**config.mk**
```make
export PLATFORM = sky130hd
export DESIGN_NAME = seq_detect
export DESIGN_NICKNAME = d
export VERILOG_FILES = /design/src/rtl/seq_detect_pkg.sv /design/src/rtl/seq_detect_sat_counter.sv /design/src/rtl/seq_detect.sv
export SDC_FILE = /design/constraint.sdc
export NUM_CORES = 1
export LEC_CHECK = 0
export BUFFER_PORTS_ARGS = -buffer_cell sky130_fd_sc_hd__buf_2
export CAP_MARGIN = 20
export CORE_AREA = 4 4 41 43
export DETAILED_ROUTE_END_ITERATION = 6
export DIE_AREA = 0 0 45 47
export GPL_TIMING_DRIVEN = 0
export PLACE_DENSITY = 0.51
export SETUP_SLACK_MARGIN = 0.15
export SLEW_MARGIN = 25
export SYNTH_ARGS = -nofsm -noshare
export SYNTH_HDL_FRONTEND = slang
export SYNTH_SLANG_ARGS = --single-unit
```
**constraint.sdc**
```tcl
create_clock -name clk -period 2.3 [get_ports clk]
set_clock_uncertainty 0.05 [all_clocks]
set_input_delay 0.115 -clock clk [delete_from_list [all_inputs] [get_ports clk]]
set_output_delay 0.115 -clock clk [all_outputs]
set_load 0.01 [all_outputs]
```
**src/rtl/seq_detect_pkg.sv**
```systemverilog
// Shared types and default constants for the serial sequence detector.
package seq_detect_pkg;

    typedef logic [0:0] state_t;

    localparam state_t FILL  = 1'b0;
    localparam state_t ARMED = 1'b1;

    localparam int         DEF_PAT_LEN = 3;
    localparam logic [2:0] DEF_PATTERN = 3'b111;
    localparam int         DEF_CNT_W   = 8;

endpackage

```
**src/rtl/seq_detect_sat_counter.sv**
```systemverilog
// Saturating up-counter with synchronous active-low reset and soft clear.
module sat_counter #(
    parameter int W = 8
) (
    input  logic         clk,
    input  logic         rst_n,
    input  logic         clr,
    input  logic         inc,
    output logic [W-1:0] count
);

    logic [W-1:0] count_q;

    // Count state: reset/clear to zero, increment until all ones, then hold.
    always_ff @(posedge clk) begin
        if (!rst_n) begin
            count_q <= {W{1'b0}};
        end else if (clr) begin
            count_q <= {W{1'b0}};
        end else if (inc && (count_q != {W{1'b1}})) begin
            count_q <= count_q + W'(1);
        end else begin
            count_q <= count_q;
        end
    end

    assign count = count_q;

endmodule

```
**src/rtl/seq_detect.sv**
```systemverilog
// Serial bit-pattern detector with registered match pulse and sticky error flag.
// Define SEQ_DETECT_COUNT_EN to build in the saturating match counter.
module seq_detect
    import seq_detect_pkg::*;
#(
    parameter int                 PAT_LEN = DEF_PAT_LEN,
    parameter logic [PAT_LEN-1:0] PATTERN = PAT_LEN'(DEF_PATTERN),
    parameter int                 OVERLAP = 1,
    parameter int                 CNT_W   = DEF_CNT_W
) (
    input  logic             clk,
    input  logic             rst_n,
    input  logic             din,
    input  logic             din_valid,
    input  logic             clr,
    output logic             match,
    output logic             error,
    output logic [CNT_W-1:0] match_count
);

    localparam int               FILL_W    = $clog2(PAT_LEN + 1);
    localparam logic [FILL_W-1:0] LAST_FILL = FILL_W'(PAT_LEN - 1);

    logic [PAT_LEN-1:0] win_q;
    logic [PAT_LEN-1:0] win_d;
    logic [PAT_LEN-1:0] win_shift_s;
    logic [FILL_W-1:0]  fill_q;
    logic [FILL_W-1:0]  fill_d;
    state_t             state_q;
    state_t             state_d;
    logic               hit_s;
    logic               match_q;
    logic               error_q;

    // Next window, fill count and FSM state; hit_s flags a completed pattern this cycle.
    always_comb begin
        win_d       = win_q;
        fill_d      = fill_q;
        state_d     = state_q;
        hit_s       = 1'b0;
        win_shift_s = {win_q[PAT_LEN-2:0], din};
        if (clr) begin
            win_d   = {PAT_LEN{1'b0}};
            fill_d  = {FILL_W{1'b0}};
            state_d = FILL;
        end else if (din_valid) begin
            case (state_q)
                FILL: begin
                    if (fill_q == LAST_FILL) begin
                        state_d = ARMED;
                        fill_d  = {FILL_W{1'b0}};
                        hit_s   = (win_shift_s == PATTERN);
                    end else begin
                        fill_d  = fill_q + FILL_W'(1);
                    end
                end
                ARMED: begin
                    hit_s = (win_shift_s == PATTERN);
                end
                default: begin
                    state_d = FILL;
                    fill_d  = {FILL_W{1'b0}};
                end
            endcase
            // Non-overlapping mode restarts from an empty window after every match.
            if (hit_s && (OVERLAP == 0)) begin
                win_d   = {PAT_LEN{1'b0}};
                fill_d  = {FILL_W{1'b0}};
                state_d = FILL;
            end else begin
                win_d   = win_shift_s;
            end
        end else begin
            win_d = win_q;
        end
    end

    // State and output registers; reset dominates clear, clear dominates data.
    always_ff @(posedge clk) begin
        if (!rst_n) begin
            win_q   <= {PAT_LEN{1'b0}};
            fill_q  <= {FILL_W{1'b0}};
            state_q <= FILL;
            match_q <= 1'b0;
            error_q <= 1'b0;
        end else begin
            win_q   <= win_d;
            fill_q  <= fill_d;
            state_q <= state_d;
            match_q <= hit_s;
            error_q <= clr ? 1'b0 : (error_q | hit_s);
        end
    end

    assign match = match_q;
    assign error = error_q;

`ifdef SEQ_DETECT_COUNT_EN
    logic [CNT_W-1:0] count_s;

    sat_counter #(
        .W (CNT_W)
    ) u_sat_counter (
        .clk   (clk),
        .rst_n (rst_n),
        .clr   (clr),
        .inc   (hit_s),
        .count (count_s)
    );

    assign match_count = count_s;
`else
    assign match_count = {CNT_W{1'b0}};
`endif

endmodule

```
Word-level counts from Yosys, hierarchy flattened
Index checks and enable logic that the tools add are counted.
{"block": "totals", "register_bits": 7, "in_bits": 5, "out_inout_bits": 10, "word_cells": 20}
{"block": "classes", "addsub": 1, "eq_ne": 2, "muxes": 7, "bitwise": 3, "reduce_logical": 2}
{"cell": "$mux W1", "n": 5}
{"cell": "$eq A3 B3 Y1 const B", "n": 1}
{"cell": "$add A2 B1 Y2 const B", "n": 1}
{"cell": "$eq A2 B2 Y1 const B", "n": 1}
{"cell": "$mux W2", "n": 1}
{"cell": "$not A1 Y1", "n": 2}
{"cell": "$pmux W1 S2", "n": 1}
{"cell": "$reduce_and A2 Y1", "n": 1}
{"cell": "$reduce_or A2 Y1", "n": 1}
{"cell": "$or A1 B1 Y1", "n": 1}

Depth between registers and ports, before layout
Gate-level depths: netlist (run 1).
{"block": "logic_depth", "depth_word": 6, "mapped_depth": 3, "ltp_nobuf": 3}

Least setup slack after synthesis (run 1)
OpenSTA, ideal clock, no wires.
{"block": "synth_path", "kind": "register -> register", "from": "register state_q", "to": "register fill_q[0]", "setup_time_ns": 0.121, "arrival_ns": 0.744, "required_ns": 2.129, "slack_ns": 1.385, "path_stages_with_launch": 4, "n_path_buf": 0, "synth_period_minus_slack_ns": 0.915, "path_cell_list": "dfxtp_1 > and2b_2 > mux2i_1 > nor2_1"}
{"block": "synth_between", "elab_chain_cells": 2}
{"element": "start, declared", "line": "seq_detect.sv:29", "text": "state_t state_q;"}
{"element": "start signal, assigned", "line": "seq_detect.sv:89", "text": "state_q <= state_d;"}
{"element": "$not A1 Y1"}
{"element": "$reduce_and A2 Y1 (no line)"}
{"element": "end signal, assigned", "line": "seq_detect.sv:82", "text": "fill_q <= {FILL_W{1'b0}};"}
{"element": "end signal, assigned", "line": "seq_detect.sv:88", "text": "fill_q <= fill_d;"}
{"element": "end, declared", "line": "seq_detect.sv:27", "text": "logic [FILL_W-1:0] fill_q;"}
Every way passes these cells.
A chain may end at the register's enable or synchronous reset.

Worst setup path in the final report (run 1)
{"block": "layout_path", "from": "register fill_q[1]", "to": "register match_q, in the netlist match"}
{"block": "layout_between", "elab_chain_cells": 5}
{"element": "$eq A2 B2 Y1", "line": "seq_detect.sv:49", "text": "if (fill_q == LAST_FILL) begin"}
{"element": "$mux W1", "line": "seq_detect.sv:49"}
{"element": "$pmux W1 S2", "line": "seq_detect.sv:47", "text": "case (state_q)"}
{"element": "$mux W1", "line": "seq_detect.sv:46", "text": "end else if (din_valid) begin"}
{"element": "$mux W1", "line": "seq_detect.sv:42", "text": "if (clr) begin"}
{"element": "end signal, assigned", "line": "seq_detect.sv:90", "text": "match_q <= hit_s;"}
{"element": "end, declared", "line": "seq_detect.sv:32", "text": "logic match_q;"}
Every way passes these cells.

==> out/metrics.yaml, run 1 <==
min_path:
  hold_class: "in -> reg"
sta:
  rsz0062_at_grt: "no"
  max_freq_mhz: 1010
  period_share_pct: 43.0
  finalMaxSlewViolations: 0
  tns_ns: 0
  finalHoldViolations: 0
  period_needed_ns: 0.990
  setup_viol: 0
layout:
  diodes: 0
  area_growth_pct: 28.3
  fillerInstances: 144
  final-instance-count-excl-fill: 69
  fin_nets: 60
  drive_above_1_share_pct: 40.7
critical_path:
  path_cells: "nor2b_2 > nor2_1 > nor4b_2"
  worstSetupPathType: "reg -> reg"
  cp_slowest_stage_delay_ns: 0.35
  cp.required_ns: 2.41
  cp-start-kind: "register"
  critPathSlowestCell: "dfxtp_1"
  cp-end-kind: "register"
  crit_family: "simple AND/OR/NAND/NOR gates"
  worstPathArrival_ns: 1.10
  cp_max_fo: 4
  worst-path-buf-inv: 0
routing:
  first_pass_iters: 2
  wl_um: 545
  wl_per_cell_um: 7.90
  drt_iter0_drc: 3
  vias: 260
  avgViaCountPerCell: 3.77
  detail-route-antenna-nets: 0
  drc: 0
synthesis:
  async_reset_ff_share_pct: 0
  netlist.area_leader.share_pct: 39.2
  synth_common_cells: "buf_4 (8), dfxtp_1 (7), nor2_1 (7)"
  syn_avg_cell_area_um2: 9.67
  syn_area_um2: 358
  yosysWarnings: 0
  synth-edff-count: 0
  yosysMostFrequentCell: "buf_4"
  synth_seq_area_share_pct: 39.2
  synth_cell_type_count: 15
  synthTopCellsByArea: "dfxtp_1 (39%), buf_4 (17%), mux2i_1 (11%)"
  synth_ff_type: "dfxtp_1"
  syn_inst: 37
  yosysTopAreaCell: "dfxtp_1"
  ys_ff_latch: 7
clocking:
  cts_tree: "done"
  root_buffer: "clkbuf_4"
  hold_buffers: 0
  cts_made_buffers: 3
  htree_levels: 1
  cts_buffer_depth: 2
  cts.repair.resized: 0
  cts_setup_buffers: 0
  cts.sink_count: 7
  path_clk_slew_ns: 0.05
  insertion_delay_ns: 0.25
grt:
  gr-total-overflow: 0
  grt_max_degree: 7
  grt_util_all_layers_pct: 5.56
  grt_first_pass_wirelength_um: 807
  grt_pass1_vias: 191
  antenna_found_initial: 0
floorplan:
  design.die.area_mm2: 0.00212
  start_util_pct: 27.5
  num_io_pins: 15
  coreArea_mm2: 0.00130
  rows: 13
  fp.dieH_um: 47
  chipWidth_um: 45
place:
  gp_congestion: 0.681
  port_buffers: 6
  dp_cells: 65
  dp_hpwl_um: 452
power_and_ir_drop:
  p_leak_nw: 0.221
  ir_drop_uv: 262
  power_density_mw_per_mm2: 581
  power.total_mw: 0.267
run:
  drv_cap: 0
run_status:
  status: "finished, final reports clean"
[registers in the layout, summed over array words and instances, names as in the netlist]
signal,count
state_q,1
fill_q,2
error,1
win_q,2
match,1
[cell usage in the layout, fill, tap and decap left out]
master    n
nor3_1    1
buf_2     6
dfxtp_1   7
nor2b_2   1
nand2b_1  1
nor3b_2   1
clkbuf_1  1
conb_1    8
clkbuf_4  3
buf_4     8
o21bai_1  1
and2b_2   1
a21oi_1   1
nor2_1    7
nand4_2   1
nor4b_2   1
mux2i_1   4
nor2b_1   1
[per-stage QoR]
step	hold WS, ns	utilization, %	worst slack, ns	instance area [µm²]
3_3_place_gp	0.270	33.3	1.32	433
6_report	0.0108	35.3	1.31	459
3_5_place_dp	0.269	33.3	1.30	433
2_1_floorplan	0.136	-	1.38	384
4_1_cts	0.00646	35.3	1.29	459
5_1_grt	0.0178	35.3	1.20	459
[per-layer routing]
layer | share of wire, % | GRT usage (%)
met1 | 47 | 8.06
met2 | 40 | 6.21
met3 | 12 | 2.68
met4 | 1.5 | 3.51
met5 | 0 | 0
[layout make-up]
class / instances / area [µm²] / area share [%]
flip-flops and latches: 7 / 140 / 30.5
repair buffers: 6 / 30.0 / 6.54
well taps: 15 / 18.8 / 4.09
plain buffers: 8 / 60.1 / 13.1
multi-input cells: 29 / 184 / 40.1
clock buffers: 4 / 26.3 / 5.72
[final timing paths]
kind,from,end,slack [ns],depth (start not counted)
hold / removal,clr,match,0.01,2
setup / recovery,fill_q[1],match,1.31,3
setup reg to reg,fill_q[1],match,1.31,3
hold reg to reg,win_q[1],match,0.44,2
[where the power goes]
part | switching (mW) | total [mW] | internal [mW] | leakage [nW]
clock network | 0.0433 | 0.109 | 0.0661 | 0.0150
registers | 0.00175 | 0.125 | 0.123 | 0.0567
logic | 0.0155 | 0.0322 | 0.0167 | 0.149
[cells by family after synthesis]
kind of cell           after synthesis  share of synthesized area (%)
buffers and inverters                8                           16.8
AO/OA/AOI/OAI                        2                           3.50
AND/OR/NAND/NOR                     15                           28.3
other                                1                           1.05
multiplexers                         4                           11.2
flip-flops                           7                           39.2
[worst register-to-register path, delay by kind of cell (launching register included)]
family / cells / cell delay (ns)
and+or+nand+nor: 3 / 0.51
DFF: 1 / 0.35
No activity file was read; power rests on OpenSTA's default activity.
==> run 2: changes to the inputs <==
ABC_AREA = 1   (was unset)
PLACE_DENSITY = 0.52   (was 0.51)
clock period = 1 ns   (was 2.3 ns; I/O delays follow)
==> run 2 against run 1 <==
  * Synthesized area up 3.5%
  * Clock power up 130%
  * Highest routed layer is now met3
  * Sequential power up 130%
==> out/metrics.yaml, run 2 <==
run_status:
  status: "finished, final reports clean"
layout:
  layout_common_cells: "nand2_1 (9), buf_4 (8), conb_1 (8), dfxtp_1 (7)"
  final_common_cell: "nand2_1"
  drive_above_1_share_pct: 43.9  # +3.2 points
  diodes: 0  # unchanged
  fin_area_um2: 489  # +6.5%
  fin_nets: 72  # +20%
  area_growth_pct: 32.1
  fillerInstances: 154  # +6.9%
  top_regs: "fill_q x2, win_q x2"
  fin_util_pct: 37.6  # +2.3 points
  final-instance-count-excl-fill: 81  # +17%
grt:
  gr-total-overflow: 0  # unchanged
  grt_util_all_layers_pct: 6.19  # +0.63 points
  grt_pass1_vias: 246  # +29%
  grt_max_degree: 7  # unchanged
  grt_first_pass_wirelength_um: 883  # +9.4%
  antenna_found_initial: 0  # unchanged
synthesis:
  synth_cell_type_count: 13  # -2
  synthTopCellsByArea: "dfxtp_1 (38%), buf_4 (16%), a21oi_2 (12%)"
  synth_common_cells: "nand2_1 (9), buf_4 (8), dfxtp_1 (7), inv_1 (7), a21oi_2 (5)"
  synth_seq_area_share_pct: 37.8  # -1.3 points
  netlist.area_leader.share_pct: 37.8  # -1.3 points
  synth_ff_type: "dfxtp_1"
  synth-edff-count: 0  # unchanged
  syn_inst: 48  # +30%
  yosysWarnings: 0  # unchanged
  syn_area_um2: 370  # +3.5%
  yosysTopAreaCell: "dfxtp_1"
  syn_avg_cell_area_um2: 7.72  # -20%
  yosysMostFrequentCell: "nand2_1"
  async_reset_ff_share_pct: 0  # unchanged
  ys_ff_latch: 7  # unchanged
place:
  dp_cells: 76  # +17%
  gp_congestion: 0.721  # +5.8%
  placed_area_um2: 445  # +2.9%
  port_buffers: 6  # unchanged
  dp_hpwl_um: 474  # +4.9%
sta:
  finalMaxSlewViolations: 0  # unchanged
  period_needed_ns: 0.815  # -0.175 ns
  rsz0062_at_grt: "yes"
  period_share_pct: 81.5  # +38 points
  finalHoldViolations: 0  # unchanged
  tns_ns: 0  # unchanged
  setup_viol: 0  # unchanged
  max_freq_mhz: 1230  # +21%
  hold_slack_ns: 0.0301  # +0.0193 ns
critical_path:
  cp_max_fo: 4  # unchanged
  critPathSlowestCell: "dfxtp_1"
  path_cells: "nand2_1 > nand2_1 > nand3_2 > a21oi_2"
  r2r_cells: 4  # +1
  cp-start-kind: "register"
  worstPathArrival_ns: 0.95  # -0.15 ns
  cp_slowest_stage_delay_ns: 0.37  # +0.02 ns
  rrSetupSlack_ns: 0.18  # -1.13 ns
  path_common_cell: "nand2_1"
  worstSetupPathType: "reg -> reg"
  cp.required_ns: 1.14  # -1.27 ns
  cp-end-kind: "register"
floorplan:
  chipWidth_um: 45  # unchanged
  design.die.area_mm2: 0.00212  # unchanged
  num_io_pins: 15  # unchanged
  rows: 13  # unchanged
  fp.dieH_um: 47  # unchanged
  coreArea_mm2: 0.00130  # unchanged
  start_util_pct: 28.5  # +0.96 points
run:
  drv_cap: 0  # unchanged
routing:
  drc: 0  # unchanged
  wl_met1_um: 248  # -2.7%
  wl_met2_um: 277  # +28%
  vias: 305  # +17%
  wl_met3_um: 61  # -4.7%
  wl_um: 587  # +7.7%
  avgViaCountPerCell: 3.77  # about the same
  detail-route-antenna-nets: 0  # unchanged
  drt_iter0_drc: 2  # -1
  first_pass_iters: 2  # unchanged
  top_layer_used: "met3"
  wl_per_cell_um: 7.25  # -8.3%
clocking:
  htree_levels: 1  # unchanged
  path_clk_slew_ns: 0.05  # about the same
  root_buffer: "clkbuf_4"
  cts.sink_count: 7  # unchanged
  cts_buffer_depth: 2  # unchanged
  cts_tree: "done"
  insertion_delay_ns: 0.25  # about the same
  cts_made_buffers: 3  # unchanged
  cts_setup_buffers: 0  # unchanged
power_and_ir_drop:
  power_density_mw_per_mm2: 1260  # +120%
  p_clk_share_pct: 40.2  # -0.8 points
  p_int_mw: 0.476  # +130%
  p_seq_share_pct: 46.4  # -0.5 points
  p_comb_share_pct: 13.4  # +1.3 points
  power_switching_mw: 0.142  # +130%
  swShare_pct: 22.9  # +0.23 points
  ir_drop_uv: 697  # +170%
  p_leak_nw: 0.236  # +6.8%
min_path:
  hold_class: "in -> reg"
  min_path_cells: 3  # +1
==> run 2: power by group through the flow <==
stage / combinational (mW) / sequential [mW] / clock, mW
2_1_floorplan: 0.0638 / 0.291 / 0
4_1_cts: 0.0813 / 0.286 / 0.261
3_5_place_dp: 0.0778 / 0.292 / 0
6_report: 0.0830 / 0.287 / 0.248
5_1_grt: 0.0920 / 0.286 / 0.280
3_3_place_gp: 0.0776 / 0.292 / 0
==> run 2: worst paths after layout <==
kind                            endpoint  startpoint
worst max-delay path               error   fill_q[1]
worst min-delay path            win_q[0]         din
worst max register to register     error   fill_q[1]
worst min register to register     error       error
==> run 2: metrics by stage <==
step,worst slack [ns],total power [mW]
after floorplan,0.231,0.355
after global placement,0.170,0.369
after detailed placement,0.171,0.370
after CTS,0.166,0.629
after global routing,0.127,0.658
final,0.185,0.618
==> run 2: critical path: cells and delay by family, from the launching register on <==
| kind | cells | cell delay [ns] |
|---|---|---|
| and+or+nand+nor | 3 | 0.22 |
| DFF | 1 | 0.37 |
| AOI/OAI and AO/OA | 1 | 0.11 |
==> run 2: cells by family (layout without fill, tap and decap cells) <==
| group | after synthesis | in the layout | share of synthesized area, % |
|---|---|---|---|
| AO/OA/AOI/OAI | 6 | 6 | 13.5 |
| AND/OR/NAND/NOR | 17 | 17 | 20.3 |
| other | 1 | 8 | 1.01 |
| flip-flops | 7 | 7 | 37.8 |
| buffers and inverters | 17 | 28 | 27.4 |
==> run 2: per-layer routing <==
metal,vias up,global-route usage (%)
met2,10,8.76
met3,0,6.13
met4,0,1.75
met5,-,0
li1,165,-
met1,130,6.45
==> run 2: timing repair <==
item,CTS,global route
gates resized for setup,1,2
hold endpoints to repair,1,0
setup endpoints to repair,1,4
hold buffers,1,0
pin swaps,0,1
==> run 2: cell type report <==
type | count | area (µm²) | area share [%]
Multi-Input combinational cell | 31 | 163 | 33.2
Sequential cell | 7 | 140 | 28.6
Buffer | 9 | 71.3 | 14.6
Timing Repair Buffer | 7 | 40.0 | 8.18
Inverter | 8 | 30.0 | 6.14
Clock buffer | 4 | 26.3 | 5.37
Tap cell | 15 | 18.8 | 3.84
